==> config.mk <==
export PLATFORM = sky130hd
export DESIGN_NAME = nibble_serial_alu_ctrl
export DESIGN_NICKNAME = d
export VERILOG_FILES = /design/src/rtl/alu_ctrl_pkg.sv /design/src/rtl/alu_nibble_slice.sv /design/src/rtl/nibble_serial_alu_ctrl.sv
export SDC_FILE = /design/constraint.sdc
export NUM_CORES = 1
export LEC_CHECK = 0
export BUFFER_PORTS_ARGS = -buffer_cell sky130_fd_sc_hd__buf_4
export CORE_MARGIN = 5
export CORE_UTILIZATION = 50
export CTS_CLUSTER_DIAMETER = 80
export DETAILED_ROUTE_END_ITERATION = 10
export MAX_ROUTING_LAYER = met4
export PLACE_DENSITY = 0.73
export SETUP_SLACK_MARGIN = 0.05
export SYNTH_ARGS = -nofsm -noshare
export SYNTH_HDL_FRONTEND = slang
export SYNTH_HIERARCHICAL = 1
export SYNTH_SLANG_ARGS = --single-unit
export TNS_END_PERCENT = 30
==> constraint.sdc <==
create_clock -name clk -period 3.9 [get_ports clk]
set_input_delay 0.39 -clock clk [delete_from_list [all_inputs] [get_ports clk]]
set_output_delay 0.39 -clock clk [all_outputs]
set_load 0.01 [all_outputs]
==> src/rtl/alu_ctrl_pkg.sv <==
// Shared encodings for the nibble-serial ALU controller: op codes, FSM states,
// default width and a helper for the nibble counter width.
package alu_ctrl_pkg;

  localparam int DEF_WIDTH = 32;

  localparam logic [2:0] OP_ADD  = 3'd0;
  localparam logic [2:0] OP_SUB  = 3'd1;
  localparam logic [2:0] OP_AND  = 3'd2;
  localparam logic [2:0] OP_OR   = 3'd3;
  localparam logic [2:0] OP_XOR  = 3'd4;
  localparam logic [2:0] OP_SLT  = 3'd5;
  localparam logic [2:0] OP_SLTU = 3'd6;

  typedef enum logic [1:0] {
    IDLE = 2'd0,
    RUN  = 2'd1,
    DONE = 2'd2
  } state_t;

  // Bits needed to count the WIDTH/4 nibbles of an operand.
  function automatic int nib_w(input int width);
    return $clog2(width / 4);
  endfunction

endpackage

==> src/rtl/alu_nibble_slice.sv <==
// Combinational 4-bit slice: generate/propagate look-ahead adder plus the
// bitwise AND/OR/XOR results of the same operand nibbles.
module alu_nibble_slice (
  input  logic [3:0] a,
  input  logic [3:0] b,
  input  logic       c_in,
  output logic [3:0] sum,
  output logic       c_out,
  output logic [3:0] and_val,
  output logic [3:0] or_val,
  output logic [3:0] xor_val
);

  logic [3:0] g;
  logic [3:0] p;
  logic [4:0] c;

  assign g = a & b;
  assign p = a ^ b;

  assign c[0] = c_in;
  assign c[1] = g[0] | (p[0] & c_in);
  assign c[2] = g[1] | (p[1] & g[0]) | (p[1] & p[0] & c_in);
  assign c[3] = g[2] | (p[2] & g[1]) | (p[2] & p[1] & g[0])
              | (p[2] & p[1] & p[0] & c_in);
  assign c[4] = g[3] | (p[3] & g[2]) | (p[3] & p[2] & g[1])
              | (p[3] & p[2] & p[1] & g[0])
              | (p[3] & p[2] & p[1] & p[0] & c_in);

  assign sum     = p ^ c[3:0];
  assign c_out   = c[4];
  assign and_val = g;
  assign or_val  = a | b;
  assign xor_val = p;

endmodule

==> src/rtl/nibble_serial_alu_ctrl.sv <==
// Sequencer that evaluates a WIDTH-bit ALU op one nibble per cycle through a
// single shared slice, carry chained in a register. Define ALU_FLAGS_EN for zero/carry/ovf outputs.
module nibble_serial_alu_ctrl
  import alu_ctrl_pkg::*;
#(
  parameter int WIDTH = DEF_WIDTH
) (
  input  logic             clk,
  input  logic             rst,
  input  logic             req_valid_in,
  output logic             req_ready_out,
  input  logic [2:0]       op_in,
  input  logic [WIDTH-1:0] A_in,
  input  logic [WIDTH-1:0] B_in,
  output logic             res_valid_out,
  input  logic             res_ready_in,
  output logic [WIDTH-1:0] R_out,
  output logic             busy_out
`ifdef ALU_FLAGS_EN
  ,
  output logic             zero_out,
  output logic             carry_out,
  output logic             ovf_out
`endif
);

  localparam int NIB   = WIDTH / 4;
  localparam int NIB_W = nib_w(WIDTH);

  state_t state;
  state_t state_next;

  logic [NIB-1:0][3:0] a_reg;
  logic [NIB-1:0][3:0] b_reg;
  logic [NIB-1:0][3:0] r_reg;
  logic [NIB-1:0][3:0] r_final;
  logic [2:0]          op_reg;
  logic [NIB_W-1:0]    cnt;
  logic                carry;

  logic       accept;
  logic       last;
  logic       sub_like;
  logic       is_cmp;
  logic [3:0] sum;
  logic [3:0] and_val;
  logic [3:0] or_val;
  logic [3:0] xor_val;
  logic [3:0] nib_res;
  logic       c_out;
  logic       ovf;
  logic       lt_bit;

  assign sub_like = (op_in == OP_SUB) || (op_in == OP_SLT) || (op_in == OP_SLTU);
  assign is_cmp   = (op_reg == OP_SLT) || (op_reg == OP_SLTU);
  assign accept   = req_valid_in && req_ready_out;
  assign last     = (state == RUN) && (cnt == NIB_W'(NIB - 1));

  alu_nibble_slice u_slice (
    .a       (a_reg[cnt]),
    .b       (b_reg[cnt]),
    .c_in    (carry),
    .sum     (sum),
    .c_out   (c_out),
    .and_val (and_val),
    .or_val  (or_val),
    .xor_val (xor_val)
  );

  // NOTE: sequential state uses non-blocking assignment so every register
  // samples the pre-edge values; blocking here would create ordering races.
  always_ff @(posedge clk or posedge rst) begin
    if (rst) state <= IDLE;
    else     state <= state_next;
  end

  // NOTE: every output of this block gets a default before the case, so no
  // path leaves a signal unassigned and no latch is inferred.
  always_comb begin
    state_next    = state;
    req_ready_out = 1'b0;
    res_valid_out = 1'b0;
    busy_out      = 1'b0;
    case (state)
      IDLE: begin
        req_ready_out = 1'b1;
        if (req_valid_in) state_next = RUN;
      end
      RUN: begin
        busy_out = 1'b1;
        if (last) state_next = DONE;
      end
      DONE: begin
        busy_out      = 1'b1;
        res_valid_out = 1'b1;
        if (res_ready_in) state_next = IDLE;
      end
      default: state_next = IDLE;
    endcase
  end

  always_comb begin
    nib_res = 4'h0;
    case (op_reg)
      OP_ADD, OP_SUB: nib_res = sum;
      OP_AND:         nib_res = and_val;
      OP_OR:          nib_res = or_val;
      OP_XOR:         nib_res = xor_val;
      default:        nib_res = 4'h0;
    endcase
  end

  // Sign/overflow terms are only meaningful while the top nibble is in the slice.
  assign ovf = (a_reg[NIB-1][3] == b_reg[NIB-1][3]) && (sum[3] != a_reg[NIB-1][3]);

  always_comb begin
    lt_bit = 1'b0;
    if (op_reg == OP_SLT)  lt_bit = sum[3] ^ ovf;
    if (op_reg == OP_SLTU) lt_bit = ~c_out;
  end

  always_comb begin
    r_final          = r_reg;
    r_final[NIB-1]   = nib_res;
    if (is_cmp) r_final[0][0] = lt_bit;
  end

  always_ff @(posedge clk or posedge rst) begin
    if (rst) begin
      a_reg  <= '0;
      b_reg  <= '0;
      r_reg  <= '0;
      op_reg <= OP_ADD;
      cnt    <= '0;
      carry  <= 1'b0;
    end else if (accept) begin
      a_reg  <= A_in;
      b_reg  <= sub_like ? ~B_in : B_in;
      op_reg <= op_in;
      cnt    <= '0;
      carry  <= sub_like;
    end else if (state == RUN) begin
      carry <= c_out;
      if (last) begin
        r_reg <= r_final;
      end else begin
        r_reg[cnt] <= nib_res;
        cnt        <= cnt + 1'b1;
      end
    end
  end

  assign R_out = r_reg;

`ifdef ALU_FLAGS_EN
  always_ff @(posedge clk or posedge rst) begin
    if (rst) begin
      zero_out  <= 1'b0;
      carry_out <= 1'b0;
      ovf_out   <= 1'b0;
    end else if (last) begin
      zero_out  <= (r_final == '0);
      carry_out <= (op_reg == OP_ADD) || (op_reg == OP_SUB) || is_cmp ? c_out : 1'b0;
      ovf_out   <= (op_reg == OP_ADD) || (op_reg == OP_SUB) ? ovf : 1'b0;
    end
  end
`endif

endmodule

Yosys cells after proc, flatten, opt, wreduce, memory -nomap -nowiden --
Cells that the tools add are included. W data, S select, Z words.
Storage, ports and cells: bits in registers 105, input bits 71, logic and storage cells 128
Cells by class: $add $sub $neg 1, order comparisons 2, equal/unequal tests 19, mux-type cells 25, bitwise operators 35, reductions and logical operators 17
Operators by type and width (count):
- $mux W32 | 2
- $bwmux W32 | 1
- $not A32 Y32 | 1
- $bmux W4 S3 | 2
- $eq A3 B3 Y1 const B | 6
- $and A1 B1 Y1 | 16
- $pmux W4 S4 | 1
- $demux W4 S3 | 1
- $mux W4 | 3
- $or A1 B1 Y1 | 10
- $mux W3 | 3
- $reduce_and A3 Y1 | 3
- $mux W1 | 8
- $ne A2 B2 Y1 const B | 4
- $xor A4 B4 Y4 | 2
- $eq A3 B1 Y1 const B | 2
- $eq A3 B2 Y1 const B | 2
- $mux W2 | 3
- $pmux W2 S3 | 1
- $and A4 B4 Y4 | 1
- $logic_and A1 B1 Y1 | 4
- $lt A3 B4 Y1 const B | 1
- $or A4 B4 Y4 | 1
- $reduce_and A2 Y1 | 2
- other kinds (14) | 19

Longest topological paths before layout --
Gate-level depths: netlist of the first run.
depth in word-level cells 15, depth in mapped cells 16, mapped depth without buffers 13

Hierarchy --
Netlist of the first run, hierarchy kept.
Modules (own cells, without submodules):
- nibble_serial_alu_ctrl | times used 1, cells each 441, area each 5222.5 µm², seq. area each 2627.5 µm²
- alu_nibble_slice | times used 1, cells each 37, area each 287.8 µm², seq. area each 0.0 µm²

Least setup slack after synthesis of the first run --
Ideal clock, no wire load.
path type reg2reg, from register cnt[2], to register r_reg, in the netlist R_out[0], setup time 0.126 ns, arrival time 2.907 ns, slack 0.867 ns, cell stages (with the launch flop) 15, period minus slack after synthesis 3.033 ns, path through dfrtp_1 > buf_4 > buf_4 > mux2i_1 > o22ai_1 > or3_1 > inv_1 > ha_1 > a211oi_1 > o21bai_1 > xor2_1 > maj3_1 > a31oi_1 > o2111a_1 > a21oi_1
Between the ends: elaborated cells between the ends (all ways) 46, those cells by class 2 x order compare; 3 x eq/ne; 12 x mux; 25 x bitwise; 4 x reduce/logical
RTL lines:
- from (decl) | line nibble_serial_alu_ctrl.sv:38 | logic [NIB_W-1:0] cnt;
- from (signal assigned) | line nibble_serial_alu_ctrl.sv:148 | cnt <= cnt + 1'b1;
- $bmux W4 S3, on equally long branches | line nibble_serial_alu_ctrl.sv:60, nibble_serial_alu_ctrl.sv:61
- $mux W4, on equally long branches | line nibble_serial_alu_ctrl.sv:60, nibble_serial_alu_ctrl.sv:61
- $xor A4 B4 Y4 (*) | line alu_nibble_slice.sv:19 | assign p = a ^ b;
- named net xor_val[0] | line nibble_serial_alu_ctrl.sv:48 | logic [3:0] xor_val;
- $and A1 B1 Y1 (*) (2 in a row) | line alu_nibble_slice.sv:25 | | (p[2] & p[1] & p[0] & c_in);
- $or A1 B1 Y1 (*) | line alu_nibble_slice.sv:25
- $xor A4 B4 Y4 (*) | line alu_nibble_slice.sv:30 | assign sum = p ^ c[3:0];
- named net sum[3] | line nibble_serial_alu_ctrl.sv:45 | logic [3:0] sum;
- $ne A1 B1 Y1 | line nibble_serial_alu_ctrl.sv:114 | assign ovf = (a_reg[NIB-1][3] == b_reg[NIB-1][3]) && (sum[3] != a_reg[NIB-1][3]);
- $logic_and A1 B1 Y1 | line nibble_serial_alu_ctrl.sv:114
- $xor A1 B1 Y1 (*) | line nibble_serial_alu_ctrl.sv:118 | if (op_reg == OP_SLT) lt_bit = sum[3] ^ ovf;
- $mux W1 (*) | line nibble_serial_alu_ctrl.sv:118
- $mux W1 (*) | line nibble_serial_alu_ctrl.sv:119 | if (op_reg == OP_SLTU) lt_bit = ~c_out;
- $mux W1 (*) | line nibble_serial_alu_ctrl.sv:125 | if (is_cmp) r_final[0][0] = lt_bit;
- $mux W32 (*) | line nibble_serial_alu_ctrl.sv:144 | if (last) begin
- to (signal assigned) | line nibble_serial_alu_ctrl.sv:145 | r_reg <= r_final;
- to (signal, indexed assignment) | line nibble_serial_alu_ctrl.sv:147 | r_reg[cnt] <= nib_res;
- to (decl) | line nibble_serial_alu_ctrl.sv:35 | logic [NIB-1:0][3:0] r_reg;
Mark *: on every way through the listed nets, which the timed path passes. The rest lies on a longest branch. The select of a mux whose other input is x is not followed. A chain may end at the register's enable or synchronous reset.

Worst setup path after layout of the first run --
from register cnt[2], to register r_reg, in the netlist R_out[0]
Between the ends: word-level cells in the longest chain between the ends 15, elaborated cells between the ends (all ways) 46, those cells by class 2 x order compare; 3 x eq/ne; 12 x mux; 25 x bitwise; 4 x reduce/logical
RTL lines (line):
- $bmux W4 S3, on equally long branches | nibble_serial_alu_ctrl.sv:60, nibble_serial_alu_ctrl.sv:61
- $mux W4, on equally long branches | nibble_serial_alu_ctrl.sv:60, nibble_serial_alu_ctrl.sv:61
- $xor A4 B4 Y4 (*) | alu_nibble_slice.sv:19
- named net xor_val[1] | nibble_serial_alu_ctrl.sv:48
- $and A1 B1 Y1 (*) | alu_nibble_slice.sv:24, alu_nibble_slice.sv:25
- $and A1 B1 Y1, on equally long branches | alu_nibble_slice.sv:24, alu_nibble_slice.sv:25
- $or A1 B1 Y1 / $and A1 B1 Y1 (equally long branches) | alu_nibble_slice.sv:24, alu_nibble_slice.sv:25
- $or A1 B1 Y1 (*) | alu_nibble_slice.sv:25
- $xor A4 B4 Y4 (*) | alu_nibble_slice.sv:30
- named net sum[3] | nibble_serial_alu_ctrl.sv:45
- $ne A1 B1 Y1 | nibble_serial_alu_ctrl.sv:114
- $logic_and A1 B1 Y1 | nibble_serial_alu_ctrl.sv:114
- $xor A1 B1 Y1 (*) | nibble_serial_alu_ctrl.sv:118
- $mux W1 (*) | nibble_serial_alu_ctrl.sv:118
- $mux W1 (*) | nibble_serial_alu_ctrl.sv:119
- $mux W1 (*) | nibble_serial_alu_ctrl.sv:125
- $mux W32 (*) | nibble_serial_alu_ctrl.sv:144
Marked as above.

==> metrics, run 1 <==
outcome finished, final reports clean; Hold Path Stages 2; Fmax achieved 292.3 MHz; WHS Endpoint a_reg[27]; FF-to-FF setup slack 0.48 ns; Buffers on Ports 105; sequential element share of the synthesized area 0.4768; WL/cell 16.26 um; IO Count 106; H-tree depth 3; cell taking the most area after synthesis dfrtp_1; syn_area_per_cell 11.53 um2; Clk pin slew, worst setup/hold paths ~0.10 ns; largest net degree at the start of global routing 71; overall routed net length 11,690 um; EDFF count, synth 0; P_leak 3.064 nW; Die W 115.0 um; clock skew between 0.009 and 0.01 ns; n_diodes 0; Adder-Cell Fraction of Synth Area 0.04405; die area 13,220 um2; Mapped Cells between 400 and 500; R2R cell count 12; Synth cell types 53; Starting Density 0.5083; CP Capture Type flip-flop; VDD IR-drop max 0.0004129 V; largest family of logic cells by synthesized area multiplexers; min Tclk post-route 3.421 ns; Synth Area in Simple Gates 0.08538; GRT Util Overall 0.1956; grt total ovfl 0; most frequent cells after synthesis dfrtp_1 (105), mux2_2 (70), nand2_1 (47), xnor2_1 (36), o21ai_1 (30); global-route wire length before repair 19,970 um; clock latency at the later pin of the worst-skew pair between 0.3 and 0.4 ns; vias in the first global route 3,975; crit path max fanout 11; Max-Cap Viols 0; Setup Viol. Count Final 0; async set-or-reset flop fraction in the synthesized netlist 1.000; GPL Wtd Cong approximately 0.85; max-slew violations 0; CORE AREA 10,840 um2; Clock Sinks between 100 and 150; Hold Crit Class primary input to flip-flop; Die Y 115.0 um; Startpoint Class flip-flop; Placed Cells 702; max_slew headroom 0.5753; Layout Nets 663; Synth Register Bits 105; count leader, synth dfrtp_1; hold_sp A_in[27]; remaining antenna violation count 0; Top FF cell, synth dfrtp_1; Area Growth Syn to Fin 20.41%; Non-Filler Instances between 700 and 800; vias per cell between 5 and 6; Synth Net Count approximately 570; Area contributors post-synth dfrtp_1 (48%), mux2_2 (14%), xnor2_1 (5.7%), ha_1 (3.9%), nand2_1 (3.2%); clock buffer depth 2; Req. time, crit path roughly 4.2 ns; Final HPWL DP a little under 9000 um; Synth top area share 0.4768; initial antenna violation count 0; setup tns final 0 ns; Synth Area in XOR/XNOR 0.05881; first drt pass iteration count 4; unrepaired setup endpoints after global routing false; post-synthesis cell area 5510 um2; Power Density between 800 and 900 nW/um2; Yosys warnings 6; clk root buf clkbuf_8; Fin. Hold Viols 0; Reg-to-Reg End R_out[0]; Final period util 0.8772; DRC Markers 0; CTS tree done; CTS Buf Count 9; Post-Place Setup Slack 0.5092 ns; compound-cell area share of the yosys netlist 0.09764; mux contribution to synthesized area 0.1885; Worst R2R Start cnt[2]; kind of critical path flip-flop to flip-flop; fin area ~6600 um2; ratio of cells with drive above 1 in the final layout 0.3834; final core utilization 0.6121; placed inst area 6375 um2; Post-CTS Setup Inserts 0; fin worst setup slack 0.4788 ns; CP arrival roughly 3.7 ns; Least-Margin Pin Slew 0.6370 ns; via count 3,810; DRT iter0 DRCs about 170; cell row count 38
[worst max-delay path by stage]
stage,start,to,slack [ns],cells past startpoint
after floorplan,rst,R_out[0],0.75,1
after global placement,cnt[2],R_out[0],0.63,12
after detailed placement,cnt[2],R_out[0],0.51,12
after CTS,cnt[2],R_out[0],0.47,12
after global routing,cnt[2],R_out[0],0.28,12
final,cnt[2],R_out[0],0.48,12
[layout by cell type, fill, tap and decap left out, types with 3 or more instances in the layout]
cell / count
a21oi_1: 19
a221o_1: 3
a22oi_1: 4
a31oi_1: 3
and3_1: 4
buf_4: 113
bufinv_16: 3
clkbuf_8: 10
dfrtp_1: 105
ha_1: 17
inv_1: 19
mux2_2: 70
mux2i_1: 7
mux4_2: 7
nand2_1: 47
nand3_1: 8
nand4_1: 3
nor2_1: 9
nor2b_1: 5
nor3_2: 4
o21ai_0: 8
o21ai_1: 30
o22ai_2: 3
xnor2_1: 36
[power breakdown]
group,switching [mW],internal (mW)
combinational,1.54,1.43
clock,0.376,0.446
sequential,0.345,1.59
total,2.26,3.46
[critical path: stages, from the launching register on]
cell and delay [ns]:
dfrtp_1 0.58, buf_4 0.28, mux4_2 0.51, mux2_2 0.31
inv_1 0.06, ha_1 0.28, o21ai_1 0.17, o21bai_1 0.10
xor2_1 0.17, maj3_1 0.36, a31oi_1 0.19, o2111a_1 0.22
a21oi_1 0.07
[through the flow]
step                      total power, mW  hold WS [ns]
after floorplan                     4.093        0.4452
after global placement              4.849        0.3606
after detailed placement            4.934        0.3663
after CTS                           5.770        0.2174
after global routing                6.214        0.2156
final                               5.715        0.2398
[area by class of cell]
class	instances	area [um2]
fillers	925	4205
well taps	140	175.2
multi-input cells	321	2619
clock buffers	10	137.6
inverters	22	85.08
repair buffers	115	878.3
flip-flops and latches	105	2628
clock inverters	6	112.6
[per-layer routing]
metal  vias up  routed length [um]  track usage
li1       1857                   -            -
met1      1845                5362       0.2666
met2        94                5607       0.3005
met3        14                 575      0.04053
met4         0                 148      0.05164
met5         -                   0            -
[repair_timing]
| action | CTS | global route |
|---|---|---|
| endpoints found under the setup margin | 0 | 0 |
| resized for setup | 0 | 0 |
| hold buffers | 1 | 0 |
| hold endpoints to repair | 21 | 0 |
[kinds of logic after synthesis]
| logic type | after synthesis |
|---|---|
| multiplexers | 85 |
| XOR/XNOR | 37 |
| buffers and inverters | 52 |
| AND/OR/NAND/NOR | 93 |
| adder cells (fa/ha/maj) | 19 |
| AO/OA/AOI/OAI | 87 |
| flip-flops | 105 |
Note: power is estimated with default switching activity, not from simulation.
==> run 2: changes to the inputs <==
--- a/config.mk
+++ b/config.mk
@@ -12,6 +12,7 @@
 export DETAILED_ROUTE_END_ITERATION = 10
 export MAX_ROUTING_LAYER = met4
 export PLACE_DENSITY = 0.73
+export REMOVE_ABC_BUFFERS = 1
 export SETUP_SLACK_MARGIN = 0.05
 export SYNTH_ARGS = -nofsm -noshare
 export SYNTH_HDL_FRONTEND = slang
==> run 2 against run 1 <==
Non-clock buffer count decreased by 1. Total power down 3.0%. Global-route usage down 0.94 points. Critical path type unchanged. Largest cell class unchanged.
==> metrics, run 2 (synthesis results as in run 1) <==
commonest non-fill, non-tap cells in the layout buf_4 (114), dfrtp_1 (105), mux2_2 (70); Power Density 846.7 nW/um2 (-1.7%); fin area 6550 um2 (-1.3%); die area 13,220 um2 (unchanged); max_slew headroom 0.3012 (-0.2741); Psw 2.281 mW (+1.1%); Final period util 0.8748 (-0.002482); clock share of power 0.117 (-0.027); clock latency at the later pin of the worst-skew pair 0.37 ns (about the same); Clk pin slew, worst setup/hold paths 0.10 ns (about the same); placed inst area 6362 um2 (-0.20%); Layout Nets 662 (-0.15%); CTS Buf Count 9 (unchanged); clock buffer depth 2 (unchanged); Starting Density 0.5083 (unchanged); CTS tree done; clock skew 0.007455 ns (-0.002113 ns); initial antenna violation count 0 (unchanged); WL/cell 16.12 um (-0.90%); switching share of total power 0.4113 (+0.01645); Least-Margin Pin Slew 1.048 ns (+0.4111 ns); via count 3,801 (-0.24%); CP Capture Type flip-flop; unrepaired setup endpoints after global routing false; GPL Wtd Cong 0.8438 (-0.51%); Buffers on Ports 105 (unchanged); clk root buf clkbuf_8; Die W 115.0 um (unchanged); Fmax achieved 293.1 MHz (+0.28%); area of the multi-input gates 2619 um2 (unchanged); ratio of cells with drive above 1 in the final layout 0.3841 (+0.0006634); Fin. Hold Viols 0 (unchanged); CORE AREA 10,840 um2 (unchanged); kind of critical path flip-flop to flip-flop; remaining antenna violation count 0 (unchanged); GRT Util Overall 0.1863 (-0.009392); n_diodes 0 (unchanged); Req. time, crit path 4.16 ns (about the same); cell row count 38 (unchanged); DRC Markers 0 (unchanged); Area Growth Syn to Fin 18.87%; IO Count 106 (unchanged); overall routed net length 11,570 um (-1.0%); R2R cell count 14 (+2); Hold Path Stages 2 (unchanged); Comb pwr share 0.536 (+0.018); largest net degree at the start of global routing 89 (+25%); Post-CTS Setup Inserts 0 (unchanged); register area 2628 um2 (unchanged); global-route wire length before repair 19,070 um (-4.5%); Placed Cells 702 (unchanged); Final HPWL DP 8581 um (-1.7%); post_cts resized 0 (unchanged); Hold Crit Class primary input to flip-flop; VDD IR-drop max 0.0004081 V (-1.2%); Clock Sinks 105 (unchanged); Int Power 3.265 mW (-5.6%); Post-Place Setup Slack 0.5419 ns (+0.03272 ns); crit path max fanout 12 (+1); fillers 878 (-5.1%); vias in the first global route 3,941 (-0.86%); Seq pwr share 0.347 (+0.009); most common cell after layout, fill and taps aside buf_4; P_leak 3.025 nW (-1.3%); fin worst setup slack 0.4885 ns (+0.009679 ns); min Tclk post-route 3.412 ns (-0.009679 ns); setup tns final 0 ns (unchanged); Setup Viol. Count Final 0 (unchanged); Non-Filler Instances 718 (-0.14%); Post-CTS Hold Buffers 0 (-1); vias per cell 5.294 (about the same); H-tree depth 3 (unchanged); max-slew violations 0 (unchanged); Startpoint Class flip-flop; Die Y 115.0 um (unchanged); grt total ovfl 0 (unchanged); Max-Cap Viols 0 (unchanged); outcome finished, final reports clean; total power 5.546 mW (-3.0%); first drt pass iteration count 4 (unchanged); DRT iter0 DRCs 225 (+36%); CP arrival 3.67 ns (about the same)
run 2: cell count changes in the layout (fill, tap and decap cells not counted), sizes merged:
cell	previous run	this run
clkinv	2	3
bufinv	3	0
dlygate4sd3	1	0
inv	23	24
clkinvlp	0	1
run 2: cell type report:
type | count | share of cell area
flip-flops and latches | 105 | 0.4011
multi-input cells | 321 | 0.3998
repair buffers | 114 | 0.1307
well taps | 140 | 0.02674
clock buffers | 10 | 0.02101
inverters | 22 | 0.01299
clock inverters | 6 | 0.007641
run 2: worst max-delay path: stages, from the launching register on:
cell and delay, ns:
dfrtp_1 0.50, buf_4 0.25, nor2b_1 0.08, a22oi_1 0.19
o22ai_1 0.10, or3_1 0.40, inv_1 0.14, ha_1 0.28
a211oi_1 0.26, o21bai_1 0.12, xor2_1 0.17, maj3_1 0.36
a31oi_1 0.18, o2111a_1 0.21, a21oi_1 0.07
run 2: stage by stage:
stage	utilization	hold WS, ns
detailed placement	0.5869	0.4742
floorplan	-	0.4452
finish	0.6042	0.2335
global placement	0.5869	0.4626
CTS	0.6042	0.2224
global route	0.6042	0.2201
run 2: routing by layer:
metal  part of all wire  GRT usage  vias to the layer above
met5                  0          -                        -
met4              0.010    0.04930                        0
met3              0.056    0.03737                       16
met2               0.48     0.2894                      108
met1               0.46     0.2516                     1824
li1                   -          -                     1853
run 2: final timing paths:
path	to	from	slack, ns
max reg2reg	R_out[0]	cnt[1]	0.49
max	R_out[0]	cnt[1]	0.49
min in group asynchronous	a_reg[16]	rst	0.26
min reg2reg	b_reg[3]	b_reg[3]	0.49
max in group asynchronous	R_out[24]	rst	2.76
min	cnt[0]	req_valid_in	0.23
run 2: power by group through the flow:
stage          registers [mW]  logic, mW  clock network [mW]
3_5_place_dp             1.95       2.99                   0
3_3_place_gp             1.93       2.89                   0
5_1_grt                  1.98       3.29               0.708
2_1_floorplan            1.97       2.02                   0
4_1_cts                  1.92       3.00               0.664
6_report                 1.92       2.98               0.648
